--- src/rtl/id_stage.sv ---
// ---------------------------------------------------------------------------
// id_stage -- RV32I instruction-decode stage
//
// Decodes the instruction held in IF/ID, reads the 32x32 integer register
// file, resolves jumps and branches combinationally (redirecting fetch in
// the same cycle), and registers the decoded operation into ID/EX.
//
// Ports:
//   clk, reset            rising-edge clock, asynchronous active-high reset
//   pipe_pc/pc4/data      IF/ID contents; pipe_data==0 marks a bubble
//   wb_en/wb_rd/wb_data   register-file writeback port
//   control_j, pc_j       combinational fetch redirect and its target
//   ex_*                  registered ID/EX pipeline outputs
// ---------------------------------------------------------------------------
module id_stage #(
   parameter int XLEN      = 32,
   parameter bit BYPASS_WB = 1'b1
) (
   input  logic            clk,
   input  logic            reset,
   input  logic [XLEN-1:0] pipe_pc,
   input  logic [XLEN-1:0] pipe_pc4,
   input  logic [31:0]     pipe_data,
   input  logic            wb_en,
   input  logic [4:0]      wb_rd,
   input  logic [XLEN-1:0] wb_data,
   output logic            control_j,
   output logic [XLEN-1:0] pc_j,
   output logic            ex_valid,
   output logic [XLEN-1:0] ex_pc,
   output logic [XLEN-1:0] ex_pc4,
   output logic [XLEN-1:0] ex_rs1_data,
   output logic [XLEN-1:0] ex_rs2_data,
   output logic [XLEN-1:0] ex_imm,
   output logic [4:0]      ex_rd,
   output logic [6:0]      ex_opcode,
   output logic [2:0]      ex_funct3,
   output logic            ex_funct7b5,
   output logic            ex_reg_write,
   output logic            ex_mem_read,
   output logic            ex_mem_write,
   output logic            ex_link,
   output logic            ex_illegal
);

   localparam logic [6:0] OP_LUI    = 7'b0110111;
   localparam logic [6:0] OP_AUIPC  = 7'b0010111;
   localparam logic [6:0] OP_JAL    = 7'b1101111;
   localparam logic [6:0] OP_JALR   = 7'b1100111;
   localparam logic [6:0] OP_BRANCH = 7'b1100011;
   localparam logic [6:0] OP_LOAD   = 7'b0000011;
   localparam logic [6:0] OP_STORE  = 7'b0100011;
   localparam logic [6:0] OP_OPIMM  = 7'b0010011;
   localparam logic [6:0] OP_OP     = 7'b0110011;

   // Instruction fields
   logic [6:0] opcode;
   logic [4:0] rd, rs1, rs2;
   logic [2:0] funct3;

   assign opcode = pipe_data[6:0];
   assign rd     = pipe_data[11:7];
   assign funct3 = pipe_data[14:12];
   assign rs1    = pipe_data[19:15];
   assign rs2    = pipe_data[24:20];

   // -------------------------------------------------------------------
   // Register file: x0 is not stored, it is hard-wired to zero on read.
   // -------------------------------------------------------------------
   logic [XLEN-1:0] rf [1:31];

   always_ff @(posedge clk or posedge reset) begin
      if (reset) begin
         for (int i = 1; i < 32; i++) rf[i] <= '0;
      end else if (wb_en && wb_rd != 5'd0) begin
         rf[wb_rd] <= wb_data;
      end
   end

   logic [XLEN-1:0] rs1_data, rs2_data;

   // A writeback landing in the same cycle wins over the stored value
   // when bypassing is enabled, so back-to-back producers see fresh data.
   assign rs1_data = (rs1 == 5'd0) ? '0 :
                     (BYPASS_WB && wb_en && wb_rd == rs1) ? wb_data : rf[rs1];
   assign rs2_data = (rs2 == 5'd0) ? '0 :
                     (BYPASS_WB && wb_en && wb_rd == rs2) ? wb_data : rf[rs2];

   // -------------------------------------------------------------------
   // Immediates
   // -------------------------------------------------------------------
   logic [XLEN-1:0] imm_i, imm_s, imm_b, imm_u, imm_j;

   assign imm_i = {{20{pipe_data[31]}}, pipe_data[31:20]};
   assign imm_s = {{20{pipe_data[31]}}, pipe_data[31:25], pipe_data[11:7]};
   assign imm_b = {{19{pipe_data[31]}}, pipe_data[31], pipe_data[7],
                   pipe_data[30:25], pipe_data[11:8], 1'b0};
   assign imm_u = {pipe_data[31:12], 12'b0};
   assign imm_j = {{11{pipe_data[31]}}, pipe_data[31], pipe_data[19:12],
                   pipe_data[20], pipe_data[30:21], 1'b0};

   // -------------------------------------------------------------------
   // Decode classes
   // -------------------------------------------------------------------
   logic is_bubble, is_lui, is_auipc, is_jal, is_jalr, is_branch;
   logic is_load, is_store, is_opimm, is_op, is_legal, is_illegal;

   assign is_bubble  = (pipe_data == 32'd0);
   assign is_lui     = (opcode == OP_LUI);
   assign is_auipc   = (opcode == OP_AUIPC);
   assign is_jal     = (opcode == OP_JAL);
   assign is_jalr    = (opcode == OP_JALR) && (funct3 == 3'b000);
   // funct3 010/011 are unassigned in the branch space
   assign is_branch  = (opcode == OP_BRANCH) && (funct3 != 3'b010) && (funct3 != 3'b011);
   assign is_load    = (opcode == OP_LOAD);
   assign is_store   = (opcode == OP_STORE);
   assign is_opimm   = (opcode == OP_OPIMM);
   assign is_op      = (opcode == OP_OP);
   assign is_legal   = is_lui | is_auipc | is_jal | is_jalr | is_branch |
                       is_load | is_store | is_opimm | is_op;
   assign is_illegal = !is_bubble && !is_legal;

   // -------------------------------------------------------------------
   // Branch resolution and redirect
   // -------------------------------------------------------------------
   logic br_taken;

   always_comb begin
      br_taken = 1'b0;
      case (funct3)
         3'b000:  br_taken = (rs1_data == rs2_data);
         3'b001:  br_taken = (rs1_data != rs2_data);
         3'b100:  br_taken = ($signed(rs1_data) <  $signed(rs2_data));
         3'b101:  br_taken = ($signed(rs1_data) >= $signed(rs2_data));
         3'b110:  br_taken = (rs1_data <  rs2_data);
         3'b111:  br_taken = (rs1_data >= rs2_data);
         default: br_taken = 1'b0;
      endcase
   end

   logic [XLEN-1:0] jalr_sum;
   assign jalr_sum = rs1_data + imm_i;

   always_comb begin
      pc_j = pipe_pc4;
      if (is_jal)                       pc_j = pipe_pc + imm_j;
      else if (is_jalr)                 pc_j = {jalr_sum[XLEN-1:1], 1'b0};
      else if (is_branch && br_taken)   pc_j = pipe_pc + imm_b;
   end

   assign control_j = !reset && (is_jal || is_jalr || (is_branch && br_taken));

   // -------------------------------------------------------------------
   // ID/EX register
   // -------------------------------------------------------------------
   logic [XLEN-1:0] imm_next;
   logic            reg_write_next;

   always_comb begin
      imm_next = '0;
      if (is_lui || is_auipc)                    imm_next = imm_u;
      else if (is_jal)                           imm_next = imm_j;
      else if (is_jalr || is_load || is_opimm)   imm_next = imm_i;
      else if (is_branch)                        imm_next = imm_b;
      else if (is_store)                         imm_next = imm_s;
   end

   assign reg_write_next = (is_lui | is_auipc | is_jal | is_jalr | is_load |
                            is_opimm | is_op) && (rd != 5'd0);

   always_ff @(posedge clk or posedge reset) begin
      if (reset) begin
         ex_valid     <= 1'b0;
         ex_pc        <= '0;
         ex_pc4       <= '0;
         ex_rs1_data  <= '0;
         ex_rs2_data  <= '0;
         ex_imm       <= '0;
         ex_rd        <= '0;
         ex_opcode    <= '0;
         ex_funct3    <= '0;
         ex_funct7b5  <= 1'b0;
         ex_reg_write <= 1'b0;
         ex_mem_read  <= 1'b0;
         ex_mem_write <= 1'b0;
         ex_link      <= 1'b0;
         ex_illegal   <= 1'b0;
      end else begin
         // Bubbles and illegal slots zero every field; only ex_illegal
         // distinguishes the two.
         ex_valid     <= is_legal;
         ex_pc        <= is_legal ? pipe_pc     : '0;
         ex_pc4       <= is_legal ? pipe_pc4    : '0;
         ex_rs1_data  <= is_legal ? rs1_data    : '0;
         ex_rs2_data  <= is_legal ? rs2_data    : '0;
         ex_imm       <= is_legal ? imm_next    : '0;
         ex_rd        <= is_legal ? rd          : '0;
         ex_opcode    <= is_legal ? opcode      : '0;
         ex_funct3    <= is_legal ? funct3      : '0;
         ex_funct7b5  <= is_legal && pipe_data[30];
         ex_reg_write <= is_legal && reg_write_next;
         ex_mem_read  <= is_legal && is_load;
         ex_mem_write <= is_legal && is_store;
         ex_link      <= is_legal && (is_jal || is_jalr);
         ex_illegal   <= is_illegal;
      end
   end

endmodule
--- config.mk ---
export PLATFORM = sky130hd
export DESIGN_NAME = id_stage
export DESIGN_NICKNAME = d
export VERILOG_FILES = /design/src/rtl/id_stage.sv
export SDC_FILE = /design/constraint.sdc
export NUM_CORES = 2
export LEC_CHECK = 0
export BUFFER_PORTS_ARGS = -buffer_cell sky130_fd_sc_hd__buf_2
export CORE_MARGIN = 2
export CORE_UTILIZATION = 25
export DETAILED_ROUTE_END_ITERATION = 8
export HOLD_SLACK_MARGIN = 0.03
export SLEW_MARGIN = 10
export SYNTH_ARGS = -nofsm -noshare
export SYNTH_HDL_FRONTEND = slang
export SYNTH_SLANG_ARGS = --single-unit
--- constraint.sdc ---
create_clock -name clk -period 44.1 [get_ports clk]
set_input_delay 2.205 -clock clk [delete_from_list [all_inputs] [get_ports clk]]
set_output_delay 2.205 -clock clk [all_outputs]
set_load 0.005 [all_outputs]
==> results.md <==
* Status: completed
* Crit path DAT at 10.66 ns
* Layout cells sized above 1 at 46.3%
* Resized Gates After CTS at 0
* Top Ports at 351
* WL/cell at 27.4 um
* Worst-case clock buffer depth at 3
* Routed Antenna Nets at 0
* Routability cong. at 0.917
* Worst vdd ir at 0.0358 mV
* Initial antenna violation count at 29
* CP Max Fanout at 40
* Fin Setup TNS at 0 ns
* Cell Count Post-Placement at 8148
* Max-cap viol count at 0
* Yosys cell types at 80
* DIE HEIGHT at 515 um
* Cell Count, Final, Fillers Out at 8378
* Layout fillers at 26100
* # DRC at 0
* # Post-CTS Setup Buffers at 0
* Fraction of registers with async set/reset at 100%
* Final Hold Viols at 0
* Vias at 44500
* Primary FF master, synth: dfrtp_1
* Hold Crit Class: reg -> reg
* CTS Buf Count at 118
* Post-synth EDFFs at 0
* Detailed Routing Iterations Pass 1 at 8
* Row count at 187
* Die area at 0.265 sq mm
* Hold_buf cts at 0
* Register area share after synthesis at 45.1%
* Detailed Route WL at 230000 um
* Die Wd at 515 um
* Remaining Overflow, GRT at 0
* DP HPWL at 146000 um
* Setup CP Type: in -> out
* Slew @ Worst Pin at 1.24 ns
* Root Buffer: clkbuf_16
* Worst-Skew Late Latency at 0.78 ns
* Hold Slack at 0.512 ns
* Min cycle time layout at 12.87 ns
* Drt initial violations at 3787
* RSZ-0062 raised after global routing: no
* Drt via density at 5.31
* # port buffers at 350
* Clock Skew at 0.0385 ns
* Fmax at 77.7 MHz
* Wire length of the first global-routing pass at 333000 um
* Post-Syn Area per Cell at 13.8 sq um
* Layout area overhead at 14.4%
* Clk slew on worst S/H paths at 0.06 ns
* Final core occ at 28.7%
* Total GRT Usage at 17.0%
* TritonCTS clock tree: built
* Placed cell areas at 0.0705 sq mm
* Period Utilization, post-route at 29.2%
* #FFs+latches synth at 1174
* H-tree levels at 3
* Critical Path RT at 41.90 ns
* Max-Slew Margin vs Limit at 17.4%
* Leakage power at 32.4 nW
* Cell Area, Synth at 0.0652 sq mm
* YS warnings at 0
* Register-to-Register Setup Slack at 41.49 ns
* Pin count of the biggest net entering global routing at 178
* CP endpoint kind: output pin
* Sinks on the clock net at 1174
* Fin area at 0.0746 sq mm
* Starting Density at 25.1%
* Crit path launch type: primary input
* Power per cell area at 43.1 mW/mm^2
* Nets at 5109
* Max Transition Viols Final at 0
* Vias in the first global route at 46200
* Endpoints failing setup at 0
* Post-Syn Instances at 4734
* Core ar. at 0.259 sq mm
* Syn_nets at 4976
-- layout make-up --
| cell class | instances | area, sq um | area share [%] |
|---|---|---|---|
| Clock buffer | 171 | 3440 | 4.62 |
| Sequential cell | 1174 | 29400 | 39.4 |
| Timing Repair Buffer | 448 | 2640 | 3.54 |
| Multi-Input combinational cell | 3090 | 34100 | 45.8 |
| Inverter | 35 | 141 | 0.190 |
| Tap cell | 3402 | 4260 | 5.71 |
| Clock inverter | 48 | 559 | 0.750 |
| Antenna cell | 10 | 25.0 | 0.0336 |
-- per-layer routing --
| layer | vias up | part of all wire (%) | GRT usage (%) |
|---|---|---|---|
| met1 | 23600 | 40 | 21.0 |
| met3 | 534 | 7.5 | 3.55 |
| li1 | 18300 | - | - |
| met4 | 12 | 5.6 | 8.95 |
| met2 | 1998 | 47 | 28.0 |
| met5 | - | 0.033 | 0 |
-- sequential cells by signal, indices dropped and copies added, names as in the netlist, 3 cells and up --
register / cells
ex_funct3: 3
ex_pc: 32
ex_imm: 32
ex_opcode: 7
rf: 992
ex_pc4: 32
ex_rs2_data: 32
ex_rd: 5
ex_rs1_data: 32
-- power by group --
group	internal (mW)	switching, mW
Sequential	1.26	0.132
Combinational	0.416	0.354
Clock	0.595	0.459
-- through the flow --
step / power, mW / worst slack (ns)
floorplan: 1.94 / 8.83
global placement: 2.14 / 31.24
detailed placement: 2.17 / 31.28
CTS: 3.23 / 31.23
global route: 3.35 / 30.80
finish: 3.21 / 31.23
-- worst max-delay path, cell delays in order --
cell	delay, ns
buf_6	0.51
buf_4	0.58
buf_4	0.55
xor2_1	0.13
nor4_1	0.51
and3_2	1.12
o21ai_0	0.66
nand2_1	0.35
ha_1	0.25
and4_1	0.25
nor4b_1	0.73
a21oi_1	0.16
o211ai_1	0.17
a31oi_1	0.16
o211ai_1	0.15
a21oi_1	0.11
mux2i_1	0.19
a221oi_4	0.30
buf_4	0.59
mux2_2	0.40
a211oi_1	0.24
buf_2	0.18
-- cells by family (layout without fill, tap and decap cells) --
logic type | Yosys count | after routing | synth area share, %
other | 0 | 10 | 0
XOR/XNOR | 91 | 91 | 1.22
multiplexers | 1674 | 1674 | 38.3
flip-flops | 1174 | 1174 | 45.1
AND/OR/NAND/NOR | 687 | 687 | 5.02
AO/OA/AOI/OAI | 530 | 530 | 5.50
buffers and inverters | 470 | 702 | 2.80
adder cells (fa/ha/maj) | 108 | 108 | 2.10
-- synthesized netlist by cell type, types with 5 or more instances --
cell       instances  area (sq um)
a2111oi_0         16           140
a211oi_1           9          67.6
a21o_1            55           413
a21oi_1          144           721
a221oi_1          19           166
a22o_1            53           464
a22oi_1            7          52.6
a31oi_1           16           100
and2_1            80           500
and3_1             7          43.8
buf_1            103           387
buf_2              5          25.0
buf_6              6          67.6
clkbuf_1         318          1190
dfrtp_1         1174         29400
ha_1             103          1290
inv_1             33           124
mux2_2          1043         11700
mux2i_1           82           821
mux4_2           549         12400
nand2_1          149           559
nand2b_1          20           125
nand3_1           27           135
nand4_1           14          87.6
nor2_1           223           837
nor2b_1           29           181
nor3_1            79           395
nor4_1            16           100
o211ai_1          25           188
o21a_1            11          82.6
o21ai_0           88           440
o21ai_1            5          25.0
o21bai_1          12          90.1
o22ai_1           19           119
or2_2             12          75.1
or3_1              8          50.1
or4_1              5          37.5
xnor2_1           53           464
xor2_1            38           333
-- layout by cell type (no fill, tap or decap), types with 18 or more instances in the layout --
cell type  netlist  final
dfrtp_1       1174   1174
mux2_2        1043   1043
mux4_2         549    549
buf_2            5    342
nor2_1         223    212
a21oi_1        144    144
nand2_1        149    133
clkbuf_16        0    118
ha_1           103    103
buf_4            3     94
o21ai_0         88     88
mux2i_1         82     82
nor3_1          79     79
and2_1          80     79
a21o_1          55     55
xnor2_1         53     53
a22o_1          53     53
xor2_1          38     38
inv_1           33     29
clkbuf_8         0     29
nor2b_1         29     27
nand3_1         27     26
o211ai_1        25     25
clkbuf_1       318     24
a221oi_1        19     19
nand2b_1        20     19
o22ai_1         19     19
clkinv_2         0     18
-- path summary, 6_finish.rpt --
kind	endpoint	cells after the start	start
max	pc_j[29]	22	pipe_data[22]
min	rf[418]$_DFFE_PP0P_	2	rf[418]$_DFFE_PP0P_
max reg2reg	ex_rs1_data[11]$_DFF_PP0_	6	rf[299]$_DFFE_PP0P_
min reg2reg	rf[418]$_DFFE_PP0P_	2	rf[418]$_DFFE_PP0P_
max in group asynchronous	rf[109]$_DFFE_PP0P_	6	reset
min in group asynchronous	ex_pc4[21]$_DFF_PP0_	2	reset
(Power assumes the default switching activity.)
